--- config.mk ---
export PLATFORM = sky130hd
export DESIGN_NAME = mem_port_arbiter
export DESIGN_NICKNAME = d
export VERILOG_FILES = /design/src/rtl/mem_port_arbiter.sv
export SDC_FILE = /design/constraint.sdc
export NUM_CORES = 1
export LEC_CHECK = 0
export BUFFER_PORTS_ARGS = -buffer_cell sky130_fd_sc_hd__buf_2
export CORE_AREA = 5 5 145 147
export DETAILED_ROUTE_END_ITERATION = 12
export DIE_AREA = 0 0 150 152
export GPL_TIMING_DRIVEN = 0
export MAX_ROUTING_LAYER = met4
export PLACE_DENSITY = 0.7
export SKIP_CTS_REPAIR_TIMING = 1
export SYNTH_ARGS = -nofsm -noshare
export SYNTH_HDL_FRONTEND = slang
export SYNTH_SLANG_ARGS = --single-unit
--- constraint.sdc ---
create_clock -name clk -period 7.6 [get_ports clk]
set_clock_uncertainty 0.05 [all_clocks]
set_input_delay 1.52 -clock clk [delete_from_list [all_inputs] [get_ports clk]]
set_output_delay 1.52 -clock clk [all_outputs]
set_load 0.1 [all_outputs]
--- src/rtl/mem_port_arbiter.sv ---
// mem_port_arbiter: round-robin 2-read/1-write memory port arbiter with owner-tagged response routing
module mem_port_arbiter #(
  parameter int NUM_CLIENTS = 3,
  parameter int ADDR_W = 11,
  parameter int DATA_W = 32
) (
  input  logic                          clk,
  input  logic                          reset,
  input  logic [NUM_CLIENTS-1:0]        cl_req,
  input  logic [NUM_CLIENTS-1:0]        cl_we,
  input  logic [NUM_CLIENTS*ADDR_W-1:0] cl_addr,
  input  logic [NUM_CLIENTS*DATA_W-1:0] cl_wdata,
  output logic [NUM_CLIENTS-1:0]        cl_gnt,
  output logic [NUM_CLIENTS-1:0]        cl_rvalid,
  output logic [NUM_CLIENTS*DATA_W-1:0] cl_rdata,
  output logic [NUM_CLIENTS-1:0]        cl_wack,
  output logic [ADDR_W-1:0]             mem_r_adrs1,
  output logic [ADDR_W-1:0]             mem_r_adrs2,
  output logic                          mem_r_en1,
  output logic                          mem_r_en2,
  output logic [ADDR_W-1:0]             mem_w_adrs,
  output logic [DATA_W-1:0]             mem_data_in,
  output logic                          mem_w_en,
  input  logic                          mem_r_valid1,
  input  logic                          mem_r_valid2,
  input  logic                          mem_w_valid,
  input  logic [DATA_W-1:0]             mem_data_out1,
  input  logic [DATA_W-1:0]             mem_data_out2
);
  localparam int IW = $clog2(NUM_CLIENTS);
  typedef logic [IW-1:0] id_t;
  id_t rd_ptr, wr_ptr, r1_id, r2_id, w_id, own_id1, own_id2, wr_own_id;
  logic r1_v, r2_v, w_v, own_v1, own_v2, wr_own_v;
  logic [ADDR_W-1:0] w_addr;
  function automatic id_t rot(id_t p, int k);
    return id_t'((int'(p) + k) % NUM_CLIENTS);
  endfunction
  always_comb begin
    id_t j;
    j = '0;
    w_v = 1'b0;
    w_id = '0;
    for (int k = 0; k < NUM_CLIENTS; k++) begin
      j = rot(wr_ptr, k);
      if (!reset && !w_v && cl_req[j] && cl_we[j]) begin
        w_v = 1'b1;
        w_id = j;
      end
    end
  end
  assign w_addr = cl_addr[w_id*ADDR_W +: ADDR_W];
  // reads that hit the address being written this cycle wait; there is no forwarding
  always_comb begin
    id_t j;
    j = '0;
    r1_v = 1'b0;
    r2_v = 1'b0;
    r1_id = '0;
    r2_id = '0;
    for (int k = 0; k < NUM_CLIENTS; k++) begin
      j = rot(rd_ptr, k);
      if (!reset && cl_req[j] && !cl_we[j] && !(w_v && cl_addr[j*ADDR_W +: ADDR_W] == w_addr)) begin
        if (!r1_v) begin
          r1_v = 1'b1;
          r1_id = j;
        end else if (!r2_v) begin
          r2_v = 1'b1;
          r2_id = j;
        end
      end
    end
  end
  always_comb begin
    cl_gnt = '0;
    if (w_v) cl_gnt[w_id] = 1'b1;
    if (r1_v) cl_gnt[r1_id] = 1'b1;
    if (r2_v) cl_gnt[r2_id] = 1'b1;
  end
  assign mem_w_en    = w_v;
  assign mem_w_adrs  = w_addr;
  assign mem_data_in = cl_wdata[w_id*DATA_W +: DATA_W];
  assign mem_r_en1   = r1_v;
  assign mem_r_en2   = r2_v;
  assign mem_r_adrs1 = cl_addr[r1_id*ADDR_W +: ADDR_W];
  assign mem_r_adrs2 = cl_addr[r2_id*ADDR_W +: ADDR_W];
  always_ff @(posedge clk) begin
    if (reset) begin
      rd_ptr <= '0;
      wr_ptr <= '0;
      own_v1 <= 1'b0;
      own_v2 <= 1'b0;
      wr_own_v <= 1'b0;
    end else begin
      if (r1_v) rd_ptr <= rot(r2_v ? r2_id : r1_id, 1);
      if (w_v) wr_ptr <= rot(w_id, 1);
      own_v1 <= r1_v;
      own_v2 <= r2_v;
      wr_own_v <= w_v;
      own_id1 <= r1_id;
      own_id2 <= r2_id;
      wr_own_id <= w_id;
    end
  end
  always_comb begin
    cl_rvalid = '0;
    cl_wack = '0;
    cl_rdata = '0;
    if (!reset && mem_r_valid1 && own_v1) begin
      cl_rvalid[own_id1] = 1'b1;
      cl_rdata[own_id1*DATA_W +: DATA_W] = mem_data_out1;
    end
    if (!reset && mem_r_valid2 && own_v2) begin
      cl_rvalid[own_id2] = 1'b1;
      cl_rdata[own_id2*DATA_W +: DATA_W] = mem_data_out2;
    end
    if (!reset && mem_w_valid && wr_own_v) cl_wack[wr_own_id] = 1'b1;
  end
endmodule

* Word level (Yosys, flattened, before mapping)
Index checks and enable logic that the tools add are counted.
** Storage, ports and cells
- Flip-flop bits (word level) :: 13
- Latch bits :: 0
- Bits in writable memories :: 0
- ROM bits :: 0
- Input port bits :: 204
- Memories kept :: 0
** Cells by class
- Add/subtract/negate cells :: 8
- $mul :: 6
- Divide/modulo/power cells :: 8
- Order comparisons :: 18
- Equality and inequality tests :: 3
- Shift operators :: 11
- Muxes and demuxes :: 69
- Bitwise logic cells :: 4
- Reductions and logical operators :: 41
** Operator list (count)
- $shiftx A33 B7 Y11 :: 6
- $mod A32 B3 Y32 const B :: 6
- $mux W96 :: 2
- $shift A32 B34 Y96 const A :: 2
- $shiftx A32 B34 Y96 :: 2
- $and A96 B96 Y96 :: 1
- $bwmux W96 :: 1
- $shiftx A96 B8 Y32 :: 1
- $neg A7 Y34 :: 2
- $mod A3 B3 Y32 const B :: 2
- $lt A2 B3 Y1 const B :: 12
- $mul A2 B4 Y6 const B :: 6
- $eq A11 B11 Y1 :: 3
- $logic_and A1 B1 Y1 :: 32
- $mux W1 :: 28
- $mux W2 :: 14
- $bmux W1 S2 :: 12
- $mux W3 :: 6
- $add A2 B1 Y3 const B :: 4
- $demux W1 S2 :: 6
- $ge A2 B1 Y1 const B :: 6
- $logic_not A1 Y1 :: 9
- $or A3 B3 Y3 :: 3
- $add A2 B2 Y3 const B :: 2

* Logic depth before layout (Yosys ltp)
Gate-level depths: netlist (run 1).
- Depth after elaboration :: 35
- Gate-level depth with buffers :: 22

* Worst setup path after synthesis (run 1)
Ideal clock, no wire load.
- Path type :: input-to-output
- Start point :: input reset
- End point :: output cl_gnt[0]
- Arrival time :: 8.038 ns
- Setup slack :: -2.008 ns
- Stages on the path :: 13
- Path buffers :: 1
- Cell sequence :: nand2b_1 -> or4b_4 -> o22ai_2 -> buf_2 -> nor4_1 -> or2_1 -> o21ai_0 -> o221ai_1 -> nor3_1 -> a21oi_2 -> a311o_1 -> o2bb2ai_2 -> o221ai_1
** On the way
- Cells in the longest elaborated chain, start to end :: 33
- Elaborated cells on any way between the ends :: 74
- Classes of those cells :: mul (1); order compare (6); eq/ne (3); shift (1); mux (32); bitwise (2); reduce/logical (29)
** RTL lines
- from (decl) :: line 8 : input logic reset,
- $logic_not A1 Y1 (*) :: line 45 : if (!reset && !w_v && cl_req[j] && cl_we[j]) begin
- $logic_and A1 B1 Y1 (2 in a row) :: line 45
- $mux W1 :: line 45
- $logic_not A1 Y1 :: line 45
- $logic_and A1 B1 Y1 (3 in a row) :: line 45
- $mux W1 :: line 45
- $logic_not A1 Y1 :: line 45
- $logic_and A1 B1 Y1 (3 in a row) :: line 45
- (+3 left out)
- net mem_w_adrs[1] :: line 21 : output logic [ADDR_W-1:0] mem_w_adrs,
- (+9 left out)
- $lt A2 B3 Y1 (implied by the code) / $ge A2 B1 Y1 (equally long branches) :: line 76 : if (r1_v) cl_gnt[r1_id] = 1'b1;
- $logic_and A1 B1 Y1 (implied by the code) :: line 76
- $mux W1 (implied by the code) :: line 76
- $demux W1 S2 :: line 76
- $or A3 B3 Y3 (no line)
- $mux W3 :: line 76
- $or A3 B3 Y3 (no line)
- $mux W3 (*) :: line 77 : if (r2_v) cl_gnt[r2_id] = 1'b1;
- to (decl) :: line 13 : output logic [NUM_CLIENTS-1:0] cl_gnt,
The timed path passes the listed nets; every way through them passes the cells marked *.

* Final worst setup path (run 1)
- Start point :: input reset
- End point :: output mem_r_adrs1[2]
** On the way
- Cells in the longest elaborated chain, start to end :: 27
- Elaborated cells on any way between the ends :: 46
- Classes of those cells :: mul (2); eq/ne (3); shift (2); mux (13); reduce/logical (26)
** RTL lines
- $logic_not A1 Y1 (*) :: line 45, 62
- $logic_and A1 B1 Y1 (2 in a row) :: line 45
- $mux W1 :: line 45
- $logic_not A1 Y1 :: line 45
- $logic_and A1 B1 Y1 (3 in a row) :: line 45
- $mux W1 :: line 45
- $logic_not A1 Y1 :: line 45
- $logic_and A1 B1 Y1 (3 in a row) :: line 45
- (+6 left out)
- $logic_and A1 B1 Y1 :: line 62 : if (!reset && cl_req[j] && !cl_we[j] && !(w_v && cl_addr[j*ADDR_W +: ADDR_W] == w_addr)) begin
- $mux W2 / $mux W1 (equally long branches) :: line 62
- $mux W2 :: line 63 : if (!r1_v) begin
- $mux W2 :: line 62
- $mux W2 :: line 63
- $mux W2 (*) :: line 62
- $mul A2 B4 Y6 (*) :: line 84 : assign mem_r_adrs1 = cl_addr[r1_id*ADDR_W +: ADDR_W];
- $shiftx A33 B7 Y11 (*) :: line 84
- to (decl) :: line 17 : output logic [ADDR_W-1:0] mem_r_adrs1,
Every way passes the cells marked *; elsewhere a longest branch is shown, timed or not.

==> metrics.json, run 1 <==
{
  "syn_nets": 1371,
  "timing.rr.end": "rd_ptr[0]$_SDFFE_PP0N_",
  "setup-violations-final": 22,
  "yosysTopAreaCellShare_pct": 11.9,
  "critPathMaxFanout": 10,
  "finalHoldViolations": 0,
  "post-route-util_pct": 51.3,
  "cts_sinks": 13,
  "post_dp_cell_area_um2": 9590,
  "syn_to_final_growth_pct": 38.8,
  "groute.layer.met1.usage_pct": 54.3,
  "synth-edff-count": 6,
  "post-place-ws_ns": -0.796,
  "cts_tree": "yes",
  "netlist_area_um2": 7300,
  "h-tree-depth": 1,
  "detail_route.vias_per_cell": 6.84,
  "timing.final.max_slew_violations": 0,
  "place.gp.congestion": 1.20,
  "die_x_um": 150,
  "layout.filler_cells": 2076,
  "yosysMostFrequentCell": "nand2_1",
  "global_route.usage.total_pct": 48.0,
  "place.port_buffers": 364,
  "clk_latency_ns": 0.24,
  "rr_startpoint": "rd_ptr[0]$_SDFFE_PP0N_",
  "coreArea_um2": 19800,
  "post_synth_main_area_contributors": "a22o_1 (12%), nand2_1 (8.8%), o21ai_0 (4.5%)",
  "boundaryPins": 377,
  "run_status": "finished with violations",
  "power.density_cell_area_nw_per_um2": 356,
  "route.final.wire_length_um": 57700,
  "min_path_cells": 2,
  "vdd.ir_drop.worst_uv": 281,
  "layout_min_cycle_time_ns": 7.71,
  "crit_arrival_ns": 6.14,
  "grt_overflow": 0,
  "clock_path_buffers": 2,
  "clk_pin_slew_ns": 0.05,
  "min_delay_worst_endpoint": "wr_ptr[1]$_SDFFE_PP0P_",
  "library_cell_occupying_the_most_area_in_the_post_synthesis_netlist": "a22o_1",
  "vias": 12400,
  "netlist_instances": 1149,
  "final_routed_wire_length_divided_by_cell_count_um": 31.7,
  "startpoint_class_of_the_critical_path": "input port",
  "drc": 0,
  "fp-row-count": 52,
  "worstSetupEndpointType": "output pin",
  "final_antenna_net_count": 0,
  "die_area_um2": 22800,
  "synth_seq_cells": 13,
  "async_flop_share_pct": 0,
  "clock-root-buffer": "clkbuf_16",
  "criticalPathCategory": "input port to output pin",
  "rr_worst_depth": 21,
  "hold_path_startpoint": "wr_ptr[1]$_SDFFE_PP0P_",
  "synth_sequential_area_ratio_pct": 4.39,
  "dp_hpwl_um": 45000,
  "number_of_buffers_created_by_cts": 3,
  "groute.layer.met3.usage_pct": 24.5,
  "maximum_number_of_pins_on_one_net_before_global_route_repair": 12,
  "timing.hold.worst.class": "register to register",
  "max_cap_violations": 0,
  "start_util_pct": 36.9,
  "maxSlewHeadroom_pct": 17.8,
  "synth-main-ff-cell": "dfxtp_1",
  "synth_cell_type_count": 94,
  "post_route_cells_drive_above_1_share_pct": 31.8,
  "dr.first_iter.drc_count": 1870,
  "final_net_count": 1744,
  "grt_use_met2_pct": 66.4,
  "worst-endpoint-required_ns": 6.03,
  "max_slew.worst_pin.slew_ns": 1.22,
  "final_min_period_over_clock_period_pct": 101,
  "synthTopCellsByCount": "nand2_1 (172), a22o_1 (99), clkbuf_1 (86), nor2_1 (84), o21ai_0 (65)",
  "rsz0062_at_grt": "yes",
  "grt_first_pass_wirelength_um": 78700,
  "first_global_vias": 11200,
  "reg2reg_slack_ns": 1.43,
  "violations": "negative setup slack",
  "max_freq_ghz": 0.130,
  "finish.instance_area_um2": 10100,
  "p_leak_uw": 0.00461,
  "multi_input_comb_area_um2": 6570,
  "yosys_warnings": 0,
  "grt_antenna_before_repair": 28,
  "worst_slack_ns": -0.113,
  "fp.dieH_um": 152,
  "drt_pre_antenna_iters": 7,
  "busiest_layer": "met2",
  "area.sequential_um2": 320,
  "syn_area_per_cell_um2": 6.36
}
## power breakdown
part / total, µW / internal [µW] / switching [µW]
combinational: 3410 / 806 / 2600
clock: 100 / 70.0 / 30.0
sequential: 102 / 91.5 / 10.4
total: 3610 / 968 / 2640
## layer usage
| metal | part of all wire, % | vias up | routed length [µm] |
|---|---|---|---|
| li1 | - | 5193 | - |
| met2 | 40 | 1194 | 23000 |
| met1 | 35 | 5746 | 20200 |
| met3 | 17 | 306 | 9660 |
| met5 | 0 | - | 0 |
| met4 | 8.5 | 0 | 4890 |
## cell usage in the layout, fill, tap and decap left out, types with 18 or more instances in the layout
master      n
a22o_1     99
o22ai_1    32
ha_1       18
nand2b_1   20
nand2_1   170
nor2_1     80
inv_1      44
buf_2     352
a31oi_1    44
clkbuf_4   20
nand3_1    47
mux2i_1    32
o21ai_0    62
a21oi_1    60
nor3_1     20
clkbuf_1   71
diode_2    28
## metrics by stage
step	hold WS, ns	total power, µW	instances	TNS, ns
finish	0.446	3610	1819	-0.761
global route	0.497	3670	1818	-0.0474
CTS	0.445	3320	1787	-14.30
detailed placement	0.438	3210	1783	-14.02
global placement	0.429	3240	1783	-14.69
floorplan	0.415	2370	1149	-0.150
## sequential cells by signal, indices dropped and copies added (netlist names)
name,flops
own_v2,1
rd_ptr,2
wr_own_v,1
own_id1,2
wr_own_id,2
wr_ptr,2
own_v1,1
own_id2,2
## final cells by class
type | count | share of cell area [%]
Antenna cell | 28 | 0.691
Buffer | 128 | 5.86
Clock buffer | 3 | 0.740
Clock inverter | 1 | 0.0494
Inverter | 49 | 1.84
Multi-Input combinational cell | 957 | 64.8
Sequential cell | 13 | 3.16
Tap cell | 270 | 3.33
Timing Repair Buffer | 370 | 19.5
## how the worst max path moves through the flow
stage,slack (ns),from,end
after floorplan,-0.15,reset,cl_gnt[0]
after global placement,-0.80,reset,mem_r_adrs1[8]
after detailed placement,-0.80,reset,mem_r_adrs1[8]
after CTS,-0.80,reset,mem_r_adrs1[8]
after global routing,-0.02,cl_req[0],mem_r_adrs1[8]
final,-0.11,reset,mem_r_adrs1[2]
## cells by family (layout without fill, tap and decap cells)
family                   Yosys count  in the layout  synth area share [%]
flip-flops                        13             13                  4.38
AO/OA/AOI/OAI                    470            470                  48.5
other                              0             28                     0
XOR/XNOR                          17             17                  2.14
multiplexers                      37             37                  5.16
buffers and inverters            179            551                  10.1
AND/OR/NAND/NOR                  415            415                  26.6
adder cells (fa/ha/maj)           18             18                  3.08
## critical path, cell delays in order
cell and delay (ns):
buf_2 0.10, buf_2 0.19, or4b_1 0.61, buf_2 0.27, a221oi_2 0.34, nor4_1 0.13
or3_1 0.40, o221ai_1 0.29, nor4b_1 0.12, a32o_1 0.38, a211o_1 0.39, a311o_1 0.37
o2bb2ai_2 0.21, o221ai_2 0.36, clkbuf_4 0.43
Note: power is estimated with default switching activity, not from simulation.
==> inputs of run 2 (changes only) <==
--- a/config.mk
+++ b/config.mk
@@ -5,13 +5,16 @@
 export SDC_FILE = /design/constraint.sdc
 export NUM_CORES = 1
 export LEC_CHECK = 0
+export ABC_AREA = 1
 export BUFFER_PORTS_ARGS = -buffer_cell sky130_fd_sc_hd__buf_2
-export CORE_AREA = 5 5 145 147
+export CORE_AREA = 5 5 143 145
+export CTS_BUF_LIST = sky130_fd_sc_hd__clkbuf_16
 export DETAILED_ROUTE_END_ITERATION = 12
-export DIE_AREA = 0 0 150 152
+export DIE_AREA = 0 0 148 150
 export GPL_TIMING_DRIVEN = 0
 export MAX_ROUTING_LAYER = met4
-export PLACE_DENSITY = 0.7
+export PLACE_DENSITY = 0.64
+export SETUP_SLACK_MARGIN = 0.15
 export SKIP_CTS_REPAIR_TIMING = 1
 export SYNTH_ARGS = -nofsm -noshare
 export SYNTH_HDL_FRONTEND = slang
==> run 2 against run 1 <==
  * The run now ends clean
  * Register-to-register slack better by 1.9 ns
  * Combinational power up 28%
  * Final cell count down 3.9%
  * Critical path depth up 10
  * Sequential cell count unchanged
  * Area after synthesis down 19%
  * Clock power about the same
  * Wire length down 44%
  * Core utilization down 8.4 points
  * Setup slack better by 0.82 ns
  * Hold slack better by 0.0075 ns
  * Power up 27%
  * Critical path type unchanged
==> metrics.json, run 2 <==
{
  "run_status": "completed",
  "post-place-ws": {"value": 0.835, "unit": "ns", "change": "+1.63 ns"},
  "setup.worst_path.end": "mem_r_adrs2[6]",
  "timing.hold.worst.class": "register to register",
  "hold_ws": {"value": 0.454, "unit": "ns", "change": "+0.00752 ns"},
  "routed_metal_1_wirelength": {"value": 12800, "unit": "µm", "change": "-36%"},
  "rr_startpoint": "wr_ptr[0]$_SDFFE_PP0P_",
  "length_of_routed_met3_wiring": {"value": 3090, "unit": "µm", "change": "-68%"},
  "clock_path_buffers": {"value": 2, "change": "unchanged"},
  "die_area": {"value": 22200, "unit": "µm²", "change": "-2.6%"},
  "final_routed_wire_length_divided_by_cell_count": {"value": 18.5, "unit": "µm", "change": "-42%"},
  "detail_route.vias_per_cell": {"value": 5.55, "change": "-19%"},
  "synth-edff-count": {"value": 6, "change": "unchanged"},
  "most_frequent_cells_in_the_layout": "buf_2 (384), nand2_1 (315), nand3_1 (183)",
  "route.met2.wl": {"value": 15400, "unit": "µm", "change": "-33%"},
  "library_cell_occupying_the_most_area_in_the_post_synthesis_netlist": "nand2_1",
  "post_synth_main_area_contributors": "nand2_1 (20%), nand3_1 (15%), inv_1 (7.4%)",
  "h-tree-depth": {"value": 1, "change": "unchanged"},
  "grt_first_pass_wirelength": {"value": 48200, "unit": "µm", "change": "-39%"},
  "timing.rr.end": "rd_ptr[0]$_SDFFE_PP0N_",
  "max_slew.worst_pin.slew": {"value": 0.687, "unit": "ns", "change": "-0.529 ns"},
  "die_x": {"value": 148, "unit": "µm", "change": "-1.3%"},
  "max_cap_violations": {"value": 0, "change": "unchanged"},
  "final_min_period_over_clock_period": {"value": 90.8, "unit": "%", "change": "-11 points"},
  "max_freq": {"value": 0.145, "unit": "GHz", "change": "+12%"},
  "netlist_area": {"value": 5920, "unit": "µm²", "change": "-19%"},
  "number_of_buffers_created_by_cts": {"value": 3, "change": "unchanged"},
  "drc": {"value": 0, "change": "unchanged"},
  "syn_nets": {"value": 1349, "change": "-1.6%"},
  "final_antenna_net_count": {"value": 0, "change": "unchanged"},
  "crit_arrival": {"value": 5.33, "unit": "ns", "change": "-0.81 ns"},
  "rsz0062_at_grt": "no",
  "cts_sinks": {"value": 13, "change": "unchanged"},
  "layout.filler_cells": {"value": 2139, "change": "+3.0%"},
  "vdd.ir_drop.worst": {"value": 623, "unit": "µV", "change": "+120%"},
  "maximum_number_of_pins_on_one_net_before_global_route_repair": {"value": 15, "change": "+3"},
  "worst_slack": {"value": 0.702, "unit": "ns", "change": "+0.815 ns"},
  "layout_min_cycle_time": {"value": 6.90, "unit": "ns", "change": "-0.815 ns"},
  "dr.first_iter.drc_count": {"value": 805, "change": "-57%"},
  "post_dp_cell_area": {"value": 8100, "unit": "µm²", "change": "-16%"},
  "first_global_vias": {"value": 9019, "change": "-20%"},
  "async_flop_share": {"value": 0, "unit": "%", "change": "unchanged"},
  "finish.instance_area": {"value": 8180, "unit": "µm²", "change": "-19%"},
  "criticalPathCategory": "input port to output pin",
  "crit_path_top_delay_cell": "buf_2",
  "route.top_layer_used": "met4",
  "place.port_buffers": {"value": 376, "change": "+3.3%"},
  "vias": {"value": 9698, "change": "-22%"},
  "cp_top_family": "simple AND/OR/NAND/NOR gates",
  "syn_area_per_cell": {"value": 5.25, "unit": "µm²", "change": "-17%"},
  "fp-row-count": {"value": 51, "change": "-1.9%"},
  "clk_latency": {"value": 0.24, "unit": "ns", "change": "about the same"},
  "synth_seq_cells": {"value": 13, "change": "unchanged"},
  "layout.cells.most_common": "buf_2",
  "area.sequential": {"value": 320, "unit": "µm²", "change": "unchanged"},
  "hold_path_startpoint": "rd_ptr[0]$_SDFFE_PP0N_",
  "drt_pre_antenna_iters": {"value": 6, "change": "-1"},
  "cp_num_buf_inv": {"value": 5, "change": "+1"},
  "rr_worst_depth": {"value": 29, "change": "+38%"},
  "p_leak": {"value": 0.00466, "unit": "µW", "change": "+1.0%"},
  "yosysTopAreaCellShare": {"value": 20.0, "unit": "%", "change": "+8.1 points"},
  "maxSlewHeadroom": {"value": 53.6, "unit": "%", "change": "+36 points"},
  "boundaryPins": {"value": 377, "change": "unchanged"},
  "reg2reg_slack": {"value": 3.37, "unit": "ns", "change": "+1.94 ns"},
  "critPathMaxFanout": {"value": 14, "change": "+4"},
  "synthTopCellsByCount": "nand2_1 (315), nand3_1 (183), inv_1 (117), o21ai_0 (73), a21oi_1 (68)",
  "cts_tree": "yes",
  "post_route_cells_drive_above_1_share": {"value": 29.9, "unit": "%", "change": "-1.8 points"},
  "finalHoldViolations": {"value": 0, "change": "unchanged"},
  "synth_cell_type_count": {"value": 39, "change": "-59%"},
  "synth_sequential_area_ratio": {"value": 5.41, "unit": "%", "change": "+1.0 points"},
  "clock-root-buffer": "clkbuf_16",
  "grt_antenna_before_repair": {"value": 3, "change": "-89%"},
  "synth-main-ff-cell": "dfxtp_1",
  "worstSetupEndpointType": "output pin",
  "yosys_warnings": {"value": 0, "change": "unchanged"},
  "multi_input_comb_area": {"value": 4670, "unit": "µm²", "change": "-29%"},
  "max_stage_delay": {"value": 0.43, "unit": "ns", "change": "-0.18 ns"},
  "place.gp.congestion": {"value": 1.04, "change": "-13%"},
  "grt_overflow": {"value": 0, "change": "unchanged"},
  "netlist_instances": {"value": 1127, "change": "-1.9%"},
  "critPathLaunch": "reset",
  "coreArea": {"value": 19100, "unit": "µm²", "change": "-3.5%"},
  "global_route.usage.total": {"value": 27.5, "unit": "%", "change": "-20 points"},
  "crit_cells": {"value": 25, "change": "+10"},
  "worst-endpoint-required": {"value": 6.03, "unit": "ns", "change": "about the same"},
  "fp.dieH": {"value": 150, "unit": "µm", "change": "-1.3%"},
  "dp_hpwl": {"value": 26400, "unit": "µm", "change": "-41%"},
  "yosysMostFrequentCell": "nand2_1",
  "route.final.wire_length": {"value": 32400, "unit": "µm", "change": "-44%"},
  "syn_to_final_growth_pct": 38.3,
  "start_util": {"value": 31.0, "unit": "%", "change": "-5.9 points"},
  "power.density_cell_area": {"value": 559, "unit": "nW/µm²", "change": "+57%"},
  "final_net_count": {"value": 1730, "change": "-0.80%"},
  "startpoint_class_of_the_critical_path": "input port",
  "clk_pin_slew": {"value": 0.04, "unit": "ns", "change": "about the same"},
  "timing.final.max_slew_violations": {"value": 0, "change": "unchanged"},
  "timing.setup.tns": {"value": 0, "unit": "ns", "change": "+0.761 ns"},
  "setup-violations-final": {"value": 0, "change": "-100%"}
}
run 2: logic make-up after synthesis:
| kind of cell | after synthesis | share of synthesized area [%] |
|---|---|---|
| flip-flops | 13 | 5.41 |
| adder cells (fa/ha/maj) | 18 | 3.81 |
| AO/OA/AOI/OAI | 269 | 28.9 |
| AND/OR/NAND/NOR | 605 | 45.9 |
| buffers and inverters | 219 | 15.6 |
| XOR/XNOR | 3 | 0.444 |
run 2: worst min-delay path by stage:
stage	to	slack [ns]	cells after the start
floorplan	wr_ptr[0]$_SDFFE_PP0P_	0.42	2
global placement	rd_ptr[0]$_SDFFE_PP0N_	0.44	2
detailed placement	rd_ptr[0]$_SDFFE_PP0N_	0.45	2
CTS	rd_ptr[0]$_SDFFE_PP0N_	0.46	2
global route	rd_ptr[0]$_SDFFE_PP0N_	0.50	2
finish	rd_ptr[0]$_SDFFE_PP0N_	0.45	2
run 2: area by class of cell:
type	instances	area share (%)
inverter	138	6.33
antenna	3	0.0918
sequential	13	3.91
clock inverter	1	0.0459
buffer	81	4.94
clock buffer	3	0.918
tap	238	3.64
timing repair buffer	376	23.0
multi-input combinational	895	57.1
run 2: where the power goes:
group | switching, µW | internal, µW | leakage, µW
combinational | 3510 | 848 | 0.00450
sequential | 11.8 | 99.5 | 0.000120
clock | 28.0 | 69.3 | 0.0000423
total | 3550 | 1020 | 0.00466
run 2: worst min-delay path: cells and delay by family (launching register included):
family / cells / cell delay, ns
AOI/OAI and AO/OA: 1 / 0.06
DFF: 1 / 0.32
and+or+nand+nor: 1 / 0.08
run 2: routing by layer:
layer,vias to the layer above,track usage [%]
met5,-,-
met4,0,8.36
met3,73,3.82
met2,614,47.1
met1,4428,33.7
li1,4583,-
run 2: metrics by stage:
stage | cells | util (%) | total power [µW]
3_3_place_gp | 1741 | 42.4 | 4430
6_report | 1748 | 42.9 | 4570
3_5_place_dp | 1741 | 42.4 | 4430
5_1_grt | 1748 | 42.9 | 4810
2_1_floorplan | 1127 | - | 3630
4_1_cts | 1745 | 42.8 | 4540
==> inputs of run 3 (changes only) <==
--- a/config.mk
+++ b/config.mk
@@ -7,13 +7,14 @@
 export LEC_CHECK = 0
 export ABC_AREA = 1
 export BUFFER_PORTS_ARGS = -buffer_cell sky130_fd_sc_hd__buf_2
-export CORE_AREA = 5 5 143 145
+export CORE_ASPECT_RATIO = 1.4
+export CORE_MARGIN = 5
+export CORE_UTILIZATION = 30
 export CTS_BUF_LIST = sky130_fd_sc_hd__clkbuf_16
 export DETAILED_ROUTE_END_ITERATION = 12
-export DIE_AREA = 0 0 148 150
 export GPL_TIMING_DRIVEN = 0
 export MAX_ROUTING_LAYER = met4
-export PLACE_DENSITY = 0.64
+export PLACE_DENSITY = 0.62
 export SETUP_SLACK_MARGIN = 0.15
 export SKIP_CTS_REPAIR_TIMING = 1
 export SYNTH_ARGS = -nofsm -noshare
==> run 3 against run 2 <==
  * Power increased by 0.80%
  * Core utilization fell by 0.44 points
  * Critical path depth is 2 higher
  * Non-clock buffer count did not move
  * Global-route usage is 0.051 points higher
  * Final cell count increased by 0.46%
  * Wire length up 1.4%
  * Clock power is 2.2% higher
  * Sequential share of layout area about the same
==> metrics.json, run 3 (synthesis gave the netlist of run 2 again) <==
{
  "worst-endpoint-required": {"value": 6.03, "unit": "ns", "change": "about the same"},
  "run_status": "completed",
  "vias": {"value": 9484, "change": "-2.2%"},
  "grt_first_pass_wirelength": {"value": 49200, "unit": "µm", "change": "+2.0%"},
  "critPathMostFrequentCell": "nand2_1",
  "post_route_cells_drive_above_1_share": {"value": 29.9, "unit": "%", "change": "unchanged"},
  "hold_path_startpoint": "rd_ptr[0]$_SDFFE_PP0N_",
  "place.gp.congestion": {"value": 1.04, "change": "-0.11%"},
  "most_frequent_cells_in_the_layout": "buf_2 (384), nand2_1 (315), nand3_1 (183)",
  "power.density_cell_area": {"value": 562, "unit": "nW/µm²", "change": "+0.71%"},
  "coreArea": {"value": 19300, "unit": "µm²", "change": "+1.1%"},
  "rr_worst_depth": {"value": 31, "change": "+6.9%"},
  "timing.final.max_slew_violations": {"value": 0, "change": "unchanged"},
  "boundaryPins": {"value": 377, "change": "unchanged"},
  "crit_arrival": {"value": 5.27, "unit": "ns", "change": "-0.06 ns"},
  "layout_min_cycle_time": {"value": 6.84, "unit": "ns", "change": "-0.0607 ns"},
  "cp_num_buf_inv": {"value": 6, "change": "+1"},
  "final_min_period_over_clock_period": {"value": 90.0, "unit": "%", "change": "-0.80 points"},
  "max_slew.worst_pin.slew": {"value": 0.753, "unit": "ns", "change": "+0.0662 ns"},
  "timing.rr.end": "rd_ptr[0]$_SDFFE_PP0N_",
  "final_antenna_net_count": {"value": 0, "change": "unchanged"},
  "fp.dieH": {"value": 176, "unit": "µm", "change": "+17%"},
  "cts_tree": "yes",
  "timing.hold.worst.class": "register to register",
  "clk_pin_slew": {"value": 0.05, "unit": "ns", "change": "about the same"},
  "vdd.ir_drop.worst": {"value": 701, "unit": "µV", "change": "+12%"},
  "clock-root-buffer": "clkbuf_16",
  "layout.filler_cells": {"value": 2217, "change": "+3.6%"},
  "die_area": {"value": 22700, "unit": "µm²", "change": "+2.1%"},
  "start_util": {"value": 30.7, "unit": "%", "change": "-0.34 points"},
  "max_freq": {"value": 0.146, "unit": "GHz", "change": "+0.89%"},
  "grt_overflow": {"value": 0, "change": "unchanged"},
  "setup-violations-final": {"value": 0, "change": "unchanged"},
  "min_delay_worst_endpoint": "rd_ptr[0]$_SDFFE_PP0N_",
  "dp_hpwl": {"value": 27000, "unit": "µm", "change": "+2.2%"},
  "startpoint_class_of_the_critical_path": "input port",
  "route.final.wire_length": {"value": 32800, "unit": "µm", "change": "+1.4%"},
  "h-tree-depth": {"value": 1, "change": "unchanged"},
  "crit_path_top_delay_cell": "buf_2",
  "finalHoldViolations": {"value": 0, "change": "unchanged"},
  "rr_startpoint": "wr_ptr[0]$_SDFFE_PP0P_",
  "max_cap_violations": {"value": 0, "change": "unchanged"},
  "layout.cells.most_common": "buf_2",
  "detail_route.vias_per_cell": {"value": 5.40, "change": "-2.7%"},
  "cts_sinks": {"value": 13, "change": "unchanged"},
  "max_stage_delay": {"value": 0.43, "unit": "ns", "change": "about the same"},
  "timing.setup.tns": {"value": 0, "unit": "ns", "change": "unchanged"},
  "dr.first_iter.drc_count": {"value": 680, "change": "-16%"},
  "place.port_buffers": {"value": 376, "change": "unchanged"},
  "drc": {"value": 0, "change": "unchanged"},
  "clk_latency": {"value": 0.25, "unit": "ns", "change": "about the same"},
  "maximum_number_of_pins_on_one_net_before_global_route_repair": {"value": 15, "change": "unchanged"},
  "fp-row-count": {"value": 60, "change": "+18%"},
  "grt_antenna_before_repair": {"value": 1, "change": "-2"},
  "worstSetupEndpointType": "output pin",
  "hold_ws": {"value": 0.458, "unit": "ns", "change": "+0.00386 ns"},
  "drt_pre_antenna_iters": {"value": 5, "change": "-1"},
  "syn_to_final_growth": {"value": 38.4, "unit": "%", "change": "about the same"},
  "reg2reg_slack": {"value": 3.31, "unit": "ns", "change": "-0.06 ns"},
  "p_leak": {"value": 0.00466, "unit": "µW", "change": "about the same"},
  "final_routed_wire_length_divided_by_cell_count": {"value": 18.7, "unit": "µm", "change": "+0.95%"},
  "critPathMaxFanout": {"value": 14, "change": "unchanged"},
  "cp_top_family": "simple AND/OR/NAND/NOR gates",
  "criticalPathCategory": "input port to output pin",
  "first_global_vias": {"value": 9272, "change": "+2.8%"},
  "die_x": {"value": 129, "unit": "µm", "change": "-13%"},
  "final_net_count": {"value": 1730, "change": "unchanged"},
  "maxSlewHeadroom": {"value": 49.1, "unit": "%", "change": "-4.5 points"},
  "clock_path_buffers": {"value": 2, "change": "unchanged"},
  "min_path_cells": {"value": 2, "change": "unchanged"},
  "number_of_buffers_created_by_cts": {"value": 3, "change": "unchanged"},
  "global_route.usage.total": {"value": 27.5, "unit": "%", "change": "+0.051 points"},
  "rsz0062_at_grt": "no"
}
-- run 3: cell types whose count changed in the layout (fill, tap and decap cells not counted) --
cell and change:
diode_2 -2
-- run 3: layout make-up --
type	instances	area [µm²]	share of cell area, %
plain buffers	81	404	4.94
flip-flops and latches	13	320	3.91
well taps	248	310	3.79
inverters	138	518	6.33
clock buffers	3	75.1	0.917
diodes	1	2.50	0.0306
repair buffers	376	1880	23.0
multi-input cells	895	4670	57.1
clock inverters	1	3.75	0.0458
-- run 3: through the flow --
stage          power, µW  worst slack [ns]  area [µm²]  instances  util (%)
6_report            4610             0.763        8190       1756      42.4
4_1_cts             4570             0.778        8190       1755      42.4
2_1_floorplan       3630             0.657        5920       1127         -
3_5_place_dp        4460             0.799        8110       1751      42.0
5_1_grt             4840             0.437        8190       1756      42.4
3_3_place_gp        4460             0.827        8110       1751      42.0
-- run 3: worst max-delay path by stage --
stage          startpoint        endpoint  slack [ns]  cells after the start
4_1_cts             reset  mem_r_adrs2[4]        0.78                     27
3_5_place_dp        reset  mem_r_adrs2[4]        0.80                     25
2_1_floorplan       reset    cl_rdata[18]        0.66                      7
5_1_grt             reset  mem_r_adrs2[9]        0.44                     27
6_report            reset  mem_r_adrs2[6]        0.76                     27
3_3_place_gp        reset  mem_r_adrs2[4]        0.83                     27
-- run 3: worst min-delay path, delay by kind of cell (launching register included) --
family          cells  cell delay, ns
compound gates      1            0.06
flops               1            0.32
simple gates        1            0.08
-- run 3: power by group --
group          total [µW]  switching (µW)  leakage (µW)  internal [µW]
Clock                99.4            29.9     0.0000423           69.5
Sequential            111            11.9      0.000120           99.5
Combinational        4400            3550       0.00450            848
Total                4610            3590       0.00466           1020
-- run 3: per-layer routing --
metal / routed length (µm) / vias up / GRT usage (%)
li1: - / 4579 / -
met1: 12500 / 4218 / 31.3
met2: 15800 / 587 / 47.7
met3: 2810 / 100 / 2.81
met4: 1670 / 0 / 13.7
met5: 0 / - / -
